**config.mk**
```make
export PLATFORM = sky130hd
export DESIGN_NAME = mvu_seq
export DESIGN_NICKNAME = d
export VERILOG_FILES = /design/src/rtl/mvu_pkg.sv /design/src/rtl/mvu_agu.sv /design/src/rtl/mvu_seq.sv
export SDC_FILE = /design/constraint.sdc
export NUM_CORES = 1
export LEC_CHECK = 0
export ABC_AREA = 1
export BUFFER_PORTS_ARGS = -buffer_cell sky130_fd_sc_hd__buf_2
export CAP_MARGIN = 20
export CORE_ASPECT_RATIO = 0.6
export CORE_MARGIN = 2
export CORE_UTILIZATION = 41
export DETAILED_ROUTE_END_ITERATION = 8
export SLEW_MARGIN = 20
export SYNTH_ARGS = -nofsm -noshare
export SYNTH_HDL_FRONTEND = slang
export SYNTH_HIERARCHICAL = 1
export SYNTH_SLANG_ARGS = --single-unit
```
**constraint.sdc**
```tcl
create_clock -name clk -period 3.25 [get_ports clk]
set_input_delay 0.65 -clock clk [delete_from_list [all_inputs] [get_ports clk]]
set_output_delay 0.65 -clock clk [all_outputs]
set_load 0.02 [all_outputs]
```
**src/rtl/mvu_pkg.sv**
```systemverilog
// Shared widths and sequencer state type for the MVU job sequencer.
//   BWBANKA - weight bank address width
//   BDBANKA - data bank address width
//   BCNTDWN - job read-count width
//   BSTRIDE - AGU stride width (two's complement)
//   BLENGTH - AGU loop-length width (count minus one)
//   BPREC   - operand precision field width used elsewhere in the MVU
package mvu_pkg;

  localparam int unsigned BWBANKA = 9;
  localparam int unsigned BDBANKA = 15;
  localparam int unsigned BCNTDWN = 29;
  localparam int unsigned BSTRIDE = 15;
  localparam int unsigned BLENGTH = 15;
  localparam int unsigned BPREC   = 16;

  typedef enum logic [1:0] {
    StIdle,
    StRun,
    StFin,
    StDone
  } seq_state_e;

endpackage

```
**src/rtl/mvu_agu.sv**
```systemverilog
// Three-level nested-loop address generator.
//   clk, rst             - clock, synchronous active-high reset
//   load                 - latch base/strides/lengths, clear loop counters
//   step                 - advance one position in the pattern
//   base                 - start address
//   stride_0/1/2         - per-level address increments (two's complement)
//   length_0/1/2         - per-level loop counts minus one
//   addr                 - current address
module mvu_agu
  import mvu_pkg::*;
#(
  parameter int unsigned AddrW = BDBANKA
) (
  input  logic               clk,
  input  logic               rst,
  input  logic               load,
  input  logic               step,
  input  logic [AddrW-1:0]   base,
  input  logic [BSTRIDE-1:0] stride_0,
  input  logic [BSTRIDE-1:0] stride_1,
  input  logic [BSTRIDE-1:0] stride_2,
  input  logic [BLENGTH-1:0] length_0,
  input  logic [BLENGTH-1:0] length_1,
  input  logic [BLENGTH-1:0] length_2,
  output logic [AddrW-1:0]   addr
);

  logic [BSTRIDE-1:0] stride_0_q, stride_1_q, stride_2_q;
  logic [BLENGTH-1:0] length_0_q, length_1_q, length_2_q;
  logic [BLENGTH-1:0] cnt_0_q, cnt_1_q, cnt_2_q;
  logic [AddrW-1:0]   addr_q;

  // Fit a stride to the address width; modulo arithmetic makes truncation
  // equivalent to a signed add.
  function automatic logic [AddrW-1:0] fit(input logic [BSTRIDE-1:0] s);
    return AddrW'($signed(s));
  endfunction

  always_ff @(posedge clk) begin
    if (rst) begin
      stride_0_q <= '0;
      stride_1_q <= '0;
      stride_2_q <= '0;
      length_0_q <= '0;
      length_1_q <= '0;
      length_2_q <= '0;
      cnt_0_q    <= '0;
      cnt_1_q    <= '0;
      cnt_2_q    <= '0;
      addr_q     <= '0;
    end else if (load) begin
      stride_0_q <= stride_0;
      stride_1_q <= stride_1;
      stride_2_q <= stride_2;
      length_0_q <= length_0;
      length_1_q <= length_1;
      length_2_q <= length_2;
      cnt_0_q    <= '0;
      cnt_1_q    <= '0;
      cnt_2_q    <= '0;
      addr_q     <= base;
    end else if (step) begin
      if (cnt_0_q < length_0_q) begin
        cnt_0_q <= cnt_0_q + 1'b1;
        addr_q  <= addr_q + fit(stride_0_q);
      end else if (cnt_1_q < length_1_q) begin
        cnt_0_q <= '0;
        cnt_1_q <= cnt_1_q + 1'b1;
        addr_q  <= addr_q + fit(stride_1_q);
      end else if (cnt_2_q < length_2_q) begin
        cnt_0_q <= '0;
        cnt_1_q <= '0;
        cnt_2_q <= cnt_2_q + 1'b1;
        addr_q  <= addr_q + fit(stride_2_q);
      end else begin
        // Pattern complete: restart the loops from the moved base.
        cnt_0_q <= '0;
        cnt_1_q <= '0;
        cnt_2_q <= '0;
        addr_q  <= addr_q + fit(stride_2_q);
      end
    end
  end

  assign addr = addr_q;

endmodule

```
**src/rtl/mvu_seq.sv**
```systemverilog
// Per-MVU job sequencer: latches a job on start, issues countdown granted
// data reads with matching weight addresses, then pulses quant_start and done.
//   clk, rst                 - clock, synchronous active-high reset
//   start / busy / done      - job handshake
//   countdown                - number of granted reads in the job
//   wbaseaddr, wstride_*, wlength_* - weight address pattern
//   ibaseaddr, istride_*, ilength_* - input data address pattern
//   rdw_addr                 - weight read address (no handshake)
//   rdd_en / rdd_grnt / rdd_addr - data read request, grant, address
//   acc_clr                  - accumulator clear on the first granted read
//   quant_start              - one-cycle quantizer start
module mvu_seq
  import mvu_pkg::*;
(
  input  logic               clk,
  input  logic               rst,
  input  logic               start,
  output logic               busy,
  output logic               done,
  input  logic [BCNTDWN-1:0] countdown,
  input  logic [BWBANKA-1:0] wbaseaddr,
  input  logic [BDBANKA-1:0] ibaseaddr,
  input  logic [BSTRIDE-1:0] wstride_0,
  input  logic [BSTRIDE-1:0] wstride_1,
  input  logic [BSTRIDE-1:0] wstride_2,
  input  logic [BLENGTH-1:0] wlength_0,
  input  logic [BLENGTH-1:0] wlength_1,
  input  logic [BLENGTH-1:0] wlength_2,
  input  logic [BSTRIDE-1:0] istride_0,
  input  logic [BSTRIDE-1:0] istride_1,
  input  logic [BSTRIDE-1:0] istride_2,
  input  logic [BLENGTH-1:0] ilength_0,
  input  logic [BLENGTH-1:0] ilength_1,
  input  logic [BLENGTH-1:0] ilength_2,
  output logic [BWBANKA-1:0] rdw_addr,
  output logic               rdd_en,
  input  logic               rdd_grnt,
  output logic [BDBANKA-1:0] rdd_addr,
  output logic               acc_clr,
  output logic               quant_start
);

  seq_state_e         state_q;
  logic [BCNTDWN-1:0] cnt_q;
  logic               first_q;
  logic               load;
  logic               step;

  assign load = (state_q == StIdle) && start;
  assign step = (state_q == StRun) && rdd_grnt;

  always_ff @(posedge clk) begin
    if (rst) begin
      state_q <= StIdle;
      cnt_q   <= '0;
      first_q <= 1'b0;
    end else begin
      unique case (state_q)
        StIdle: begin
          if (start) begin
            cnt_q   <= countdown;
            first_q <= 1'b1;
            state_q <= (countdown != '0) ? StRun : StFin;
          end
        end
        StRun: begin
          if (rdd_grnt) begin
            first_q <= 1'b0;
            cnt_q   <= cnt_q - 1'b1;
            if (cnt_q == BCNTDWN'(1)) state_q <= StFin;
          end
        end
        StFin:   state_q <= StDone;
        StDone:  state_q <= StIdle;
        default: state_q <= StIdle;
      endcase
    end
  end

  always_comb begin
    busy        = (state_q != StIdle);
    rdd_en      = (state_q == StRun);
    quant_start = (state_q == StFin);
    done        = (state_q == StDone);
    // Only combinational output: must coincide with the granting cycle.
    acc_clr     = rdd_en && rdd_grnt && first_q;
  end

  mvu_agu #(
    .AddrW(BWBANKA)
  ) u_wagu (
    .clk      (clk),
    .rst      (rst),
    .load     (load),
    .step     (step),
    .base     (wbaseaddr),
    .stride_0 (wstride_0),
    .stride_1 (wstride_1),
    .stride_2 (wstride_2),
    .length_0 (wlength_0),
    .length_1 (wlength_1),
    .length_2 (wlength_2),
    .addr     (rdw_addr)
  );

  mvu_agu #(
    .AddrW(BDBANKA)
  ) u_iagu (
    .clk      (clk),
    .rst      (rst),
    .load     (load),
    .step     (step),
    .base     (ibaseaddr),
    .stride_0 (istride_0),
    .stride_1 (istride_1),
    .stride_2 (istride_2),
    .length_0 (ilength_0),
    .length_1 (ilength_1),
    .length_2 (ilength_2),
    .addr     (rdd_addr)
  );

endmodule
```
After elaboration in Yosys (flattened, before gate mapping)
Cells that the tools add are included.
{"block": "word_totals", "register_bits": 248, "out_inout_bits": 29}
{"block": "op_classes", "add_sub_neg": 11, "order_cmp": 4, "n_eq_ne": 7, "muxes": 23, "bitwise_logic": 2, "reduce_logical": 13}
{"operator": "15-bit 2-to-1 mux", "count": 8}
{"operator": "15-bit by 1-bit adder with 15-bit output (second input constant)", "count": 4}
{"operator": "15-bit < comparator", "count": 4}
{"operator": "29-bit 2-to-1 mux", "count": 2}
{"operator": "29-bit one-hot mux with 2 select lines", "count": 1}
{"operator": "15-bit adder", "count": 3}
{"operator": "9-bit 2-to-1 mux", "count": 4}
{"operator": "29-bit by 1-bit equality test with 1-bit output (second input constant)", "count": 1}
{"operator": "29-bit nonzero test", "count": 1}
{"operator": "29-bit by 1-bit subtractor with 29-bit output (second input constant)", "count": 1}
{"operator": "9-bit adder", "count": 3}
{"operator": "2-bit 2-to-1 mux", "count": 4}
{"operator": "2-bit one-hot mux with 4 select lines", "count": 1}
{"operator": "3-bit AND reduction", "count": 2}
{"operator": "2-bit nonzero test", "count": 3}
{"operator": "2-bit equality test (second input constant)", "count": 2}
{"operator": "2-bit by 1-bit != test with 1-bit output (second input constant)", "count": 2}
{"operator": "2-bit AND reduction", "count": 2}
{"operator": "1-bit logical AND", "count": 3}
{"operator": "2-bit by 1-bit equality test with 1-bit output (second input constant)", "count": 1}
{"operator": "2-bit logical NOT", "count": 1}
{"operator": "1-bit 2-to-1 mux", "count": 2}
{"operator": "2-bit != test (second input constant)", "count": 1}
{"operator": "1-bit inverter", "count": 2}
{"operator": "other kinds (2)", "count": 2}

Depth between registers and ports, before layout
Gate-level depths: netlist of run 1.
{"block": "depth", "depth_word": 5, "depth_mapped": 26, "ltp_nobuf": 25}

By module
The synthesis of run 1 kept the hierarchy.
{"module": "mvu_agu at u_iagu", "n_inst": 1, "cells_per_inst": 881, "area_each_um2": 6324.8, "seq_area_each_um2": 2402.3}
{"module": "mvu_agu at u_wagu", "n_inst": 1, "cells_per_inst": 708, "area_each_um2": 5129.9, "seq_area_each_um2": 1921.8}
{"module": "mvu_seq", "n_inst": 1, "cells_per_inst": 453, "area_each_um2": 2536.2, "seq_area_each_um2": 640.6}

Worst setup path after synthesis of run 1
Ideal clock, no wire load.
{"block": "synth_path", "kind": "register -> register", "from": "register u_iagu.cnt_1_q[9]", "to": "register u_iagu.addr_q[10] (netlist: u_iagu/addr[10])", "arrival_ns": 3.119, "setup_slack_ns": 0.060, "stages_incl_launch_ff": 21, "n_path_buf": 1, "synth_period_minus_slack_ns": 3.190, "cell_sequence": "dfxtp_1 ha_1 nand2_1 inv_1 nand2_1 nand2_1 a21oi_1 nand2_1 buf_2 o211ai_1 o21ai_0 ha_1 fa_1 nand3_1 nand2_1 a21oi_1 o21ai_1 a21oi_1 xnor2_1 nand2_1 a21oi_1"}
{"block": "synth_via", "elab_chain_cells": 5}
{"element": "from (decl)", "line_no": "mvu_agu.sv:30", "rtl": "logic [BLENGTH-1:0] cnt_0_q, cnt_1_q, cnt_2_q;"}
{"element": "from (signal assigned)", "line_no": "mvu_agu.sv:68", "rtl": "cnt_1_q <= cnt_1_q + 1'b1;"}
{"element": "15-bit < comparator", "line_no": "mvu_agu.sv:66", "rtl": "end else if (cnt_1_q < length_1_q) begin"}
{"element": "15-bit 2-to-1 mux", "line_no": "mvu_agu.sv:66"}
{"element": "15-bit 2-to-1 mux", "line_no": "mvu_agu.sv:63", "rtl": "if (cnt_0_q < length_0_q) begin"}
{"element": "15-bit 2-to-1 mux", "line_no": "mvu_agu.sv:62", "rtl": "end else if (step) begin"}
{"element": "15-bit 2-to-1 mux", "line_no": "mvu_agu.sv:51", "rtl": "end else if (load) begin"}
{"element": "to (signal assigned)", "line_no": "mvu_agu.sv:61", "rtl": "addr_q <= base;"}
{"element": "to (signal assigned)", "line_no": "mvu_agu.sv:65", "rtl": "addr_q <= addr_q + fit(stride_0_q);"}
{"element": "to (signal assigned)", "line_no": "mvu_agu.sv:69", "rtl": "addr_q <= addr_q + fit(stride_1_q);"}
{"element": "to (decl)", "line_no": "mvu_agu.sv:31", "rtl": "logic [AddrW-1:0] addr_q;"}
Every way passes these cells. The select of a mux whose other input is x is not followed.
A chain may end at the register's enable or synchronous reset.

Final worst setup path of run 1
{"block": "layout_path", "from": "register u_iagu.length_0_q[13]", "to": "register u_iagu.addr_q[13] (netlist: u_iagu/addr[13])"}
{"block": "layout_via", "elab_chain_cells": 4}
{"element": "from (decl)", "line_no": "mvu_agu.sv:29", "rtl": "logic [BLENGTH-1:0] length_0_q, length_1_q, length_2_q;"}
{"element": "from (signal assigned)", "line_no": "mvu_agu.sv:55", "rtl": "length_0_q <= length_0;"}
{"element": "15-bit < comparator", "line_no": "mvu_agu.sv:63"}
{"element": "15-bit 2-to-1 mux", "line_no": "mvu_agu.sv:63"}
{"element": "15-bit 2-to-1 mux", "line_no": "mvu_agu.sv:62"}
{"element": "15-bit 2-to-1 mux", "line_no": "mvu_agu.sv:51"}
Every way passes these cells. The select of a mux whose other input is x is not followed.

==> flow_summary.json, run 1 <==
{
  "h-tree-depth": 1,
  "cts_buffers": 27,
  "status": "finished, final reports clean",
  "slew_viol_final": 0,
  "fin_nets": 2659,
  "netlist_top_cells_area": "dfxtp_1, nand2_1, ha_1, a21oi_1, nor2_1",
  "synth-seq-cells": 248,
  "die_width_um": 242,
  "die_h_um": 147,
  "synth-seq-area-share_pct": 35.5,
  "power.share.clock_pct": 24.1,
  "vdd_drop_max_uv": 454,
  "synth_commonest_cells": "nand2_1, dfxtp_1, nor2_1",
  "powerDensity_nw_per_um2": 749,
  "p_int_w": 0.00785,
  "setup_viol": 0,
  "worst_slew_pin_slew_ns": 0.740,
  "finalClockSkew_ns": 0.0183,
  "vias": 14200,
  "clkLatencyLatePin_ns": 0.56,
  "postRouteAntennaNets": 0,
  "final-seq-area_um2": 4990,
  "synth_top_cell_by_area": "dfxtp_1",
  "post-route-util_pct": 54.0,
  "dp_hpwl_um": 29700,
  "multi_input_area_um2": 8630,
  "dr.pass1.iters": 5,
  "switching_power_w": 0.00577,
  "grt_pass1_wl_um": 66100,
  "crit_chain": "inv_2 -> ha_4 -> nand4_1 -> nor3_2 -> nand2_2 -> nand2_4 -> buf_12 -> nor2_2 -> a31oi_4 -> buf_6 -> ha_4 -> a21o_1 -> a21oi_2 -> o21ai_4 -> nand3_1 -> nand2_1 -> or2_1 -> nand3_1 -> a21oi_1",
  "pwr-share-comb_pct": 46.4,
  "required_ns": 3.67,
  "grt_pass1_vias": 13200,
  "avgSynthCellArea_um2": 6.85,
  "syn_inst": 2042,
  "critPathLaunchType": "flop",
  "synth.most_common_cell": "nand2_1",
  "fin_crit_sh_pct": 98.0,
  "slowest_stage": "dfxtp_2",
  "pin_count": 266,
  "rsz0062_at_grt": "yes",
  "drc_errors": 0,
  "hold_buffers": 0,
  "hold_violations": 0,
  "grt_usage_pct": 22.4,
  "cts-root-buf": "clkbuf_16",
  "fin_crit_ns": 3.18,
  "io_buffer_count": 217,
  "clock-sinks": 248,
  "netSwitchingFraction_pct": 42.4,
  "die-area_um2": 35700,
  "ys_async_sr_fraction_pct": 0,
  "seqPwrFrac_pct": 29.5,
  "leakage_nw": 7.88,
  "relSlewSlack_pct": 50.5,
  "placed_cells": 2741,
  "drt_iter0_drc": 1042,
  "grt.overflow.total": 0,
  "start_util_pct": 41.6,
  "drive_above_1_share_pct": 25.6,
  "num_rows": 52,
  "power_w": 0.0136,
  "tns_ns": 0,
  "max_stage_delay_ns": 0.33,
  "routabilityCongestion": 0.928,
  "fmaxAchievable_ghz": 0.314,
  "arrival_ns": 3.60,
  "timing.hold.ws_ns": 0.341,
  "syn-cell-area_um2": 14000,
  "hold_path_class": "in -> reg",
  "antenna_found_initial": 0,
  "path_max_fanout": 7,
  "clockBufferDepth": 3,
  "critical_path_class": "reg -> reg",
  "synth_edf_count": 0,
  "core_area_um2": 33600,
  "grt_max_degree": 99,
  "cts_tree": "yes",
  "maxCapViolations": 0,
  "worst_setup_path_end_kind": "flop",
  "synthesis.nets": 2370,
  "clkTransAtPathRegs_ns": 0.07,
  "yosysWarnings": 6,
  "ys.flop_type": "dfxtp_1",
  "final_cells": 2811,
  "routed_wl_um": 42400,
  "wire_per_inst_um": 15.1,
  "nFillCells": 3328,
  "yosysUniqueCellTypes": 53,
  "areaGrowthSynthToFinish_pct": 29.9,
  "viasPerCell": 5.06,
  "yosys.area.top_type_share_pct": 35.5
}
-- through the flow --
stage	area (µm²)	setup slack (ns)
finish	18200	0.0664
global route	18200	-0.100
CTS	17200	0.00409
detailed placement	16200	-0.121
global placement	16200	-0.122
floorplan	14000	0.0601
-- flip-flops by register name, summed over array words and instances (netlist names), 15 cells and up --
signal             cells
u_iagu/stride_1_q     15
u_iagu/cnt_0_q        15
u_iagu/cnt_1_q        15
u_wagu/length_0_q     15
u_iagu/stride_2_q     15
u_iagu/length_0_q     15
u_iagu/addr           15
u_wagu/cnt_0_q        15
u_iagu/stride_0_q     15
cnt_q                 29
u_wagu/cnt_1_q        15
u_wagu/length_1_q     15
u_iagu/length_1_q     15
-- final cells by class --
type                    count  share of cell area [%]
clock buffers              37                    4.31
multi-input cells        1497                    47.5
clock inverters            12                   0.847
diodes                      1                  0.0138
inverters                 215                    4.52
repair buffers            342                    12.1
flip-flops and latches    248                    27.5
well taps                 459                    3.16
-- cells by family after synthesis --
kind of cell	synth area share [%]
XOR/XNOR	2.50
flip-flops	35.5
AO/OA/AOI/OAI	16.3
AND/OR/NAND/NOR	29.1
buffers and inverters	8.40
adder cells (fa/ha/maj)	8.25
-- path summary, 6_finish.rpt --
kind                          from                    end  cells past startpoint  slack (ns)
max          u_iagu/length_0_q[13]        u_iagu/addr[13]                     19        0.07
min                  istride_1[10]  u_iagu/stride_1_q[10]                      3        0.34
min reg2reg   u_iagu/stride_0_q[3]   u_iagu/stride_0_q[3]                      2        0.46
max reg2reg  u_iagu/length_0_q[13]        u_iagu/addr[13]                     19        0.07
-- worst max-delay path: cells and delay by family (launching register included) --
family | cells | cell delay, ns
flops | 1 | 0.33
buf+inv | 3 | 0.36
compound gates | 5 | 0.73
fa+ha+maj | 2 | 0.44
simple gates | 9 | 1.19
-- power groups by stage --
stage	clock (W)	sequential [W]	combinational (W)
6_report	0.00328	0.00402	0.00632
5_1_grt	0.00349	0.00409	0.00706
4_1_cts	0.00335	0.00398	0.00572
3_5_place_dp	0	0.00404	0.00563
3_3_place_gp	0	0.00403	0.00554
2_1_floorplan	0	0.00402	0.00391
-- timing repair --
item / CTS / global route
resized for setup: 22 / 179
pin swaps: 13 / 89
setup buffers: 2 / 18
setup endpoints to repair: 10 / 16
cloned: 0 / 2
-- placed cells by master (no fill, tap or decap), types with 23 or more instances in the layout --
cell / netlist / final
buf_4: 6 / 106
a211oi_1: 66 / 66
buf_2: 16 / 216
nor3_1: 28 / 27
clkbuf_16: 0 / 29
ha_4: 0 / 28
nor2_1: 246 / 239
inv_2: 21 / 38
xor2_1: 35 / 35
a21oi_1: 188 / 167
ha_1: 89 / 56
nand3_1: 77 / 71
inv_1: 192 / 171
dfxtp_1: 248 / 226
nand2_1: 559 / 532
o21ai_0: 50 / 46
nand4_1: 23 / 23
a31oi_1: 35 / 23
nand2_2: 6 / 26
-- per-layer routing --
| layer | up-vias | routed length, µm | GRT usage (%) |
|---|---|---|---|
| met3 | 43 | 2160 | 3.14 |
| met1 | 6532 | 21500 | 33.9 |
| li1 | 7293 | - | - |
| met5 | - | 0 | 0 |
| met4 | 0 | 674 | 4.38 |
| met2 | 358 | 18000 | 33.8 |
No activity file was read; power rests on OpenSTA's default activity.
==> run 2, diff against run 1 <==
--- a/config.mk
+++ b/config.mk
@@ -8,7 +8,7 @@
 export ABC_AREA = 1
 export BUFFER_PORTS_ARGS = -buffer_cell sky130_fd_sc_hd__buf_2
 export CAP_MARGIN = 20
-export CORE_ASPECT_RATIO = 0.6
+export CORE_ASPECT_RATIO = 0.7
 export CORE_MARGIN = 2
 export CORE_UTILIZATION = 41
 export DETAILED_ROUTE_END_ITERATION = 8
==> flow_summary.json, run 2 (synthesis gave the netlist of run 1 again) <==
{
  "timing.hold.ws_ns": 0.351,
  "maxCapViolations": 0,
  "grt_pass1_wl_um": 63000,
  "die_width_um": 225,
  "io_buffer_count": 217,
  "antenna_found_initial": 1,
  "vias": 14000,
  "vdd_drop_max_uv": 371,
  "path_max_fanout": 6,
  "seqPwrFrac_pct": 29.9,
  "clkLatencyLatePin_ns": 0.55,
  "setup_viol": 0,
  "layout_commonest_cell": "nand2_1",
  "clock-sinks": 248,
  "drt_iter0_drc": 859,
  "dr.pass1.iters": 5,
  "grt_usage_pct": 21.6,
  "cts-root-buf": "clkbuf_16",
  "routabilityCongestion": 0.932,
  "core_area_um2": 33600,
  "final_cell_mix": "nand2_1, dfxtp_1, nor2_1, buf_2, inv_1",
  "h-tree-depth": 1,
  "grt_pass1_vias": 12500,
  "crit_chain": "inv_1 -> ha_4 -> nand2_2 -> nor2_4 -> nand2_1 -> nor2_2 -> nand2_2 -> nand2_8 -> buf_12 -> buf_4 -> nand2_1 -> a31oi_1 -> ha_1 -> a21oi_1 -> o31ai_1 -> a21oi_1 -> nand2_1 -> or2_1 -> nand3_1 -> a21oi_1",
  "grt.overflow.total": 0,
  "start_util_pct": 41.7,
  "worst_slew_pin_slew_ns": 0.748,
  "die-area_um2": 35600,
  "required_ns": 3.66,
  "critPathLaunchType": "flop",
  "power.share.clock_pct": 24.6,
  "leakage_nw": 7.83,
  "pin_count": 266,
  "grt_max_degree": 67,
  "die_h_um": 159,
  "hold_violations": 0,
  "slew_viol_final": 0,
  "fin_nets": 2654,
  "clockBufferDepth": 3,
  "largest_reg_flops": 29,
  "drive_above_1_share_pct": 23.5,
  "num_rows": 56,
  "areaGrowthSynthToFinish_pct": 27.6,
  "status": "finished, final reports clean",
  "wire_per_inst_um": 14.6,
  "finalClockSkew_ns": 0.00901,
  "powerDensity_nw_per_um2": 751,
  "worst_setup_path_end_kind": "flop",
  "dp_hpwl_um": 29400,
  "arrival_ns": 3.58,
  "cts_buffers": 27,
  "drc_errors": 0,
  "fmaxAchievable_ghz": 0.316,
  "viasPerCell": 5.03,
  "pwr-share-comb_pct": 45.5,
  "fin_crit_ns": 3.17,
  "routed_wl_um": 40500,
  "cts_tree": "yes",
  "netSwitchingFraction_pct": 41.8,
  "fin_crit_sh_pct": 97.5,
  "hold_path_class": "in -> reg",
  "clkTransAtPathRegs_ns": 0.06,
  "slowest_stage": "ha_1",
  "nFillCells": 3324,
  "postRouteAntennaNets": 0,
  "switching_power_w": 0.00560,
  "top_register": "cnt_q",
  "tns_ns": 0,
  "relSlewSlack_pct": 50.0,
  "critical_path_class": "reg -> reg",
  "power_w": 0.0134,
  "max_stage_delay_ns": 0.34,
  "p_int_w": 0.00780
}
## run 2: per-layer routing
metal  GRT usage, %  wire length (µm)
met3           3.28              1840
met4           4.54               731
met2           32.2             17000
met5              0                 0
met1           32.5             20900
## run 2: power groups by stage
stage | Combinational (W) | Clock (W) | Sequential, W
6_report | 0.00610 | 0.00329 | 0.00401
4_1_cts | 0.00565 | 0.00338 | 0.00399
5_1_grt | 0.00686 | 0.00350 | 0.00408
3_5_place_dp | 0.00554 | 0 | 0.00405
3_3_place_gp | 0.00547 | 0 | 0.00404
2_1_floorplan | 0.00391 | 0 | 0.00402
## run 2: timing repair
item,4_1_cts,5_1_grt
gates resized for setup,25,127
pin swaps,16,56
hold buffers,0,0
buffers inserted,4,15
setup endpoints to repair,10,16
cloned,0,1
hold endpoints to repair,0,0
## run 2: critical path: cells and delay by family, from the launching register on
family,cells,cell delay [ns]
simple gates,10,1.07
compound gates,5,0.72
fa+ha+maj,2,0.61
buf+inv,3,0.35
flops,1,0.30
## run 2: cell type report
cell class              count  area, µm²  area share, %
repair inverters            1       8.76         0.0491
repair buffers            336       2130           11.9
well taps                 435        544           3.05
inverters                 215        826           4.63
clock inverters            13        180           1.01
diodes                      1       2.50         0.0140
clock buffers              36        759           4.26
flip-flops and latches    248       4970           27.9
multi-input cells        1497       8420           47.2
## run 2: path summary, 6_finish.rpt
kind                                       startpoint                     to  slack [ns]  cells after the start
worst min register to register   u_wagu/stride_2_q[6]   u_wagu/stride_2_q[6]        0.46                      2
worst max register to register  u_iagu/length_1_q[11]        u_iagu/addr[13]        0.08                     20
worst min-delay path                    istride_1[11]  u_iagu/stride_1_q[11]        0.35                      3
worst max-delay path            u_iagu/length_1_q[11]        u_iagu/addr[13]        0.08                     20
## run 2: metrics by stage
stage	setup slack [ns]	area, µm²	utilization [%]	instances
final	0.0821	17800	53.2	2782
after global routing	-0.0755	17800	53.2	2781
after CTS	0.00488	17200	51.1	2765
after detailed placement	-0.288	16100	48.0	2713
after global placement	-0.245	16100	48.0	2713
after floorplan	0.0601	14000	-	2042
==> run 3, diff against run 2 <==
==> constraint.sdc (replaced) <==
create_clock -name clk -period 3.25 [get_ports clk]
set_input_delay 0.4875 -clock clk [delete_from_list [all_inputs] [get_ports clk]]
set_output_delay 0.4875 -clock clk [all_outputs]
set_load 0.02 [all_outputs]
==> flow_summary.json, run 3 (synthesis gave the netlist of run 1 again) <==
{
  "status": "finished, final reports clean",
  "powerDensity_nw_per_um2": 738,
  "largest_reg_flops": 29,
  "post-place-ws_ns": -0.171,
  "top_register": "cnt_q",
  "dp_hpwl_um": 29400,
  "hold_violations": 0,
  "rsz0062_at_grt": "yes",
  "grt_pass1_wl_um": 63000,
  "arrival_ns": 3.53,
  "layout_commonest_cell": "nand2_1",
  "required_ns": 3.66,
  "finalClockSkew_ns": 0.00884,
  "h-tree-depth": 1,
  "routed_wl_um": 39900,
  "drt_iter0_drc": 928,
  "tns_ns": 0,
  "critPathLaunchType": "flop",
  "worst_setup_path_end_kind": "flop",
  "cts_tree": "yes",
  "areaGrowthSynthToFinish_pct": 26.3,
  "antenna_found_initial": 0,
  "die_h_um": 159,
  "viasPerCell": 5.05,
  "vdd_drop_max_uv": 433,
  "routabilityCongestion": 0.917,
  "vias": 14000,
  "core_area_um2": 33600,
  "grt_usage_pct": 21.6,
  "layout_setup_ws_ns": 0.127,
  "die_width_um": 225,
  "slew_viol_final": 0,
  "cts-root-buf": "clkbuf_16",
  "setup_viol": 0,
  "grt.overflow.total": 0,
  "leakage_nw": 7.76,
  "hold_path_class": "in -> reg",
  "nFillCells": 3373,
  "die-area_um2": 35600,
  "clkTransAtPathRegs_ns": 0.06,
  "worst_slew_pin_slew_ns": 0.717,
  "grt_pass1_vias": 12600,
  "pin_count": 266,
  "critical_path_class": "reg -> reg",
  "path_max_fanout": 8,
  "wire_per_inst_um": 14.4,
  "final_cell_mix": "nand2_1, dfxtp_1, nor2_1, buf_2, inv_1",
  "clock-sinks": 248,
  "drive_above_1_share_pct": 23.1,
  "start_util_pct": 41.7,
  "grt_max_degree": 102,
  "clkLatencyLatePin_ns": 0.55,
  "cts_buffers": 27,
  "maxCapViolations": 0,
  "relSlewSlack_pct": 52.1,
  "drc_errors": 0,
  "fin_crit_sh_pct": 96.1,
  "diodes": 0,
  "fin_crit_ns": 3.12,
  "postRouteAntennaNets": 0,
  "fin_nets": 2648,
  "fmaxAchievable_ghz": 0.320,
  "io_buffer_count": 217,
  "clockBufferDepth": 3,
  "dr.pass1.iters": 5,
  "num_rows": 56
}
==> run 3: layout make-up <==
cell class | instances | area, µm² | share of cell area, %
multi-input combinational | 1497 | 8440 | 47.8
sequential | 248 | 4980 | 28.2
timing repair buffer | 331 | 2020 | 11.4
inverter | 215 | 826 | 4.67
clock buffer | 38 | 797 | 4.51
tap | 435 | 544 | 3.08
clock inverter | 7 | 66.3 | 0.375
==> run 3: metal layers <==
layer  track usage [%]  up-vias  routed length (µm)
met2              31.7      320               16300
met3              3.43       49                2280
met1              32.8     6354               20500
li1                  -     7261                   -
met4              5.08        0                 835
met5                 0        -                   0
==> run 3: through the flow <==
stage	utilization [%]	hold slack (ns)	instances	area [µm²]	power, W
after floorplan	-	0.434	2042	14000	0.00793
after global placement	48.0	0.449	2718	16100	0.00949
after detailed placement	48.0	0.452	2718	16100	0.00957
after CTS	50.7	0.159	2763	17000	0.0127
after global routing	52.7	0.167	2771	17700	0.0141
final	52.7	0.188	2771	17700	0.0130
==> run 3: worst max-delay path: stages (launching register included) <==
cell     delay, ns
dfxtp_2       0.32
inv_2         0.03
ha_1          0.28
nand2_2       0.07
nor2_4        0.12
nand2_2       0.07
nor2_4        0.11
nand2_2       0.08
nand2_4       0.11
buf_8         0.15
buf_6         0.13
nand2_1       0.06
a31oi_2       0.22
ha_1          0.29
buf_4         0.16
a21oi_2       0.17
o21ai_4       0.10
nand3_1       0.08
nand2_1       0.09
or2_1         0.22
nand3_1       0.07
a21oi_1       0.07
==> run 3: what timing repair did <==
item,CTS,global route
endpoints found under the setup margin,11,17
setup buffers,0,9
resized for setup,17,127
hold buffers,0,0
pin swaps,7,61
cloned,0,0
==> run 3: final timing paths <==
check / from / endpoint / slack [ns] / cells after the start
min reg2reg: u_iagu/stride_1_q[10] / u_iagu/stride_1_q[10] / 0.46 / 2
max: u_iagu/length_1_q[11] / u_iagu/addr[13] / 0.13 / 21
max reg2reg: u_iagu/length_1_q[11] / u_iagu/addr[13] / 0.13 / 21
min: istride_1[9] / u_iagu/stride_1_q[9] / 0.19 / 3
==> run 3: power breakdown <==
| group | switching [W] | internal [W] | total (W) |
|---|---|---|---|
| Clock | 0.00127 | 0.00177 | 0.00304 |
| Sequential | 0.000390 | 0.00362 | 0.00401 |
| Combinational | 0.00384 | 0.00214 | 0.00598 |
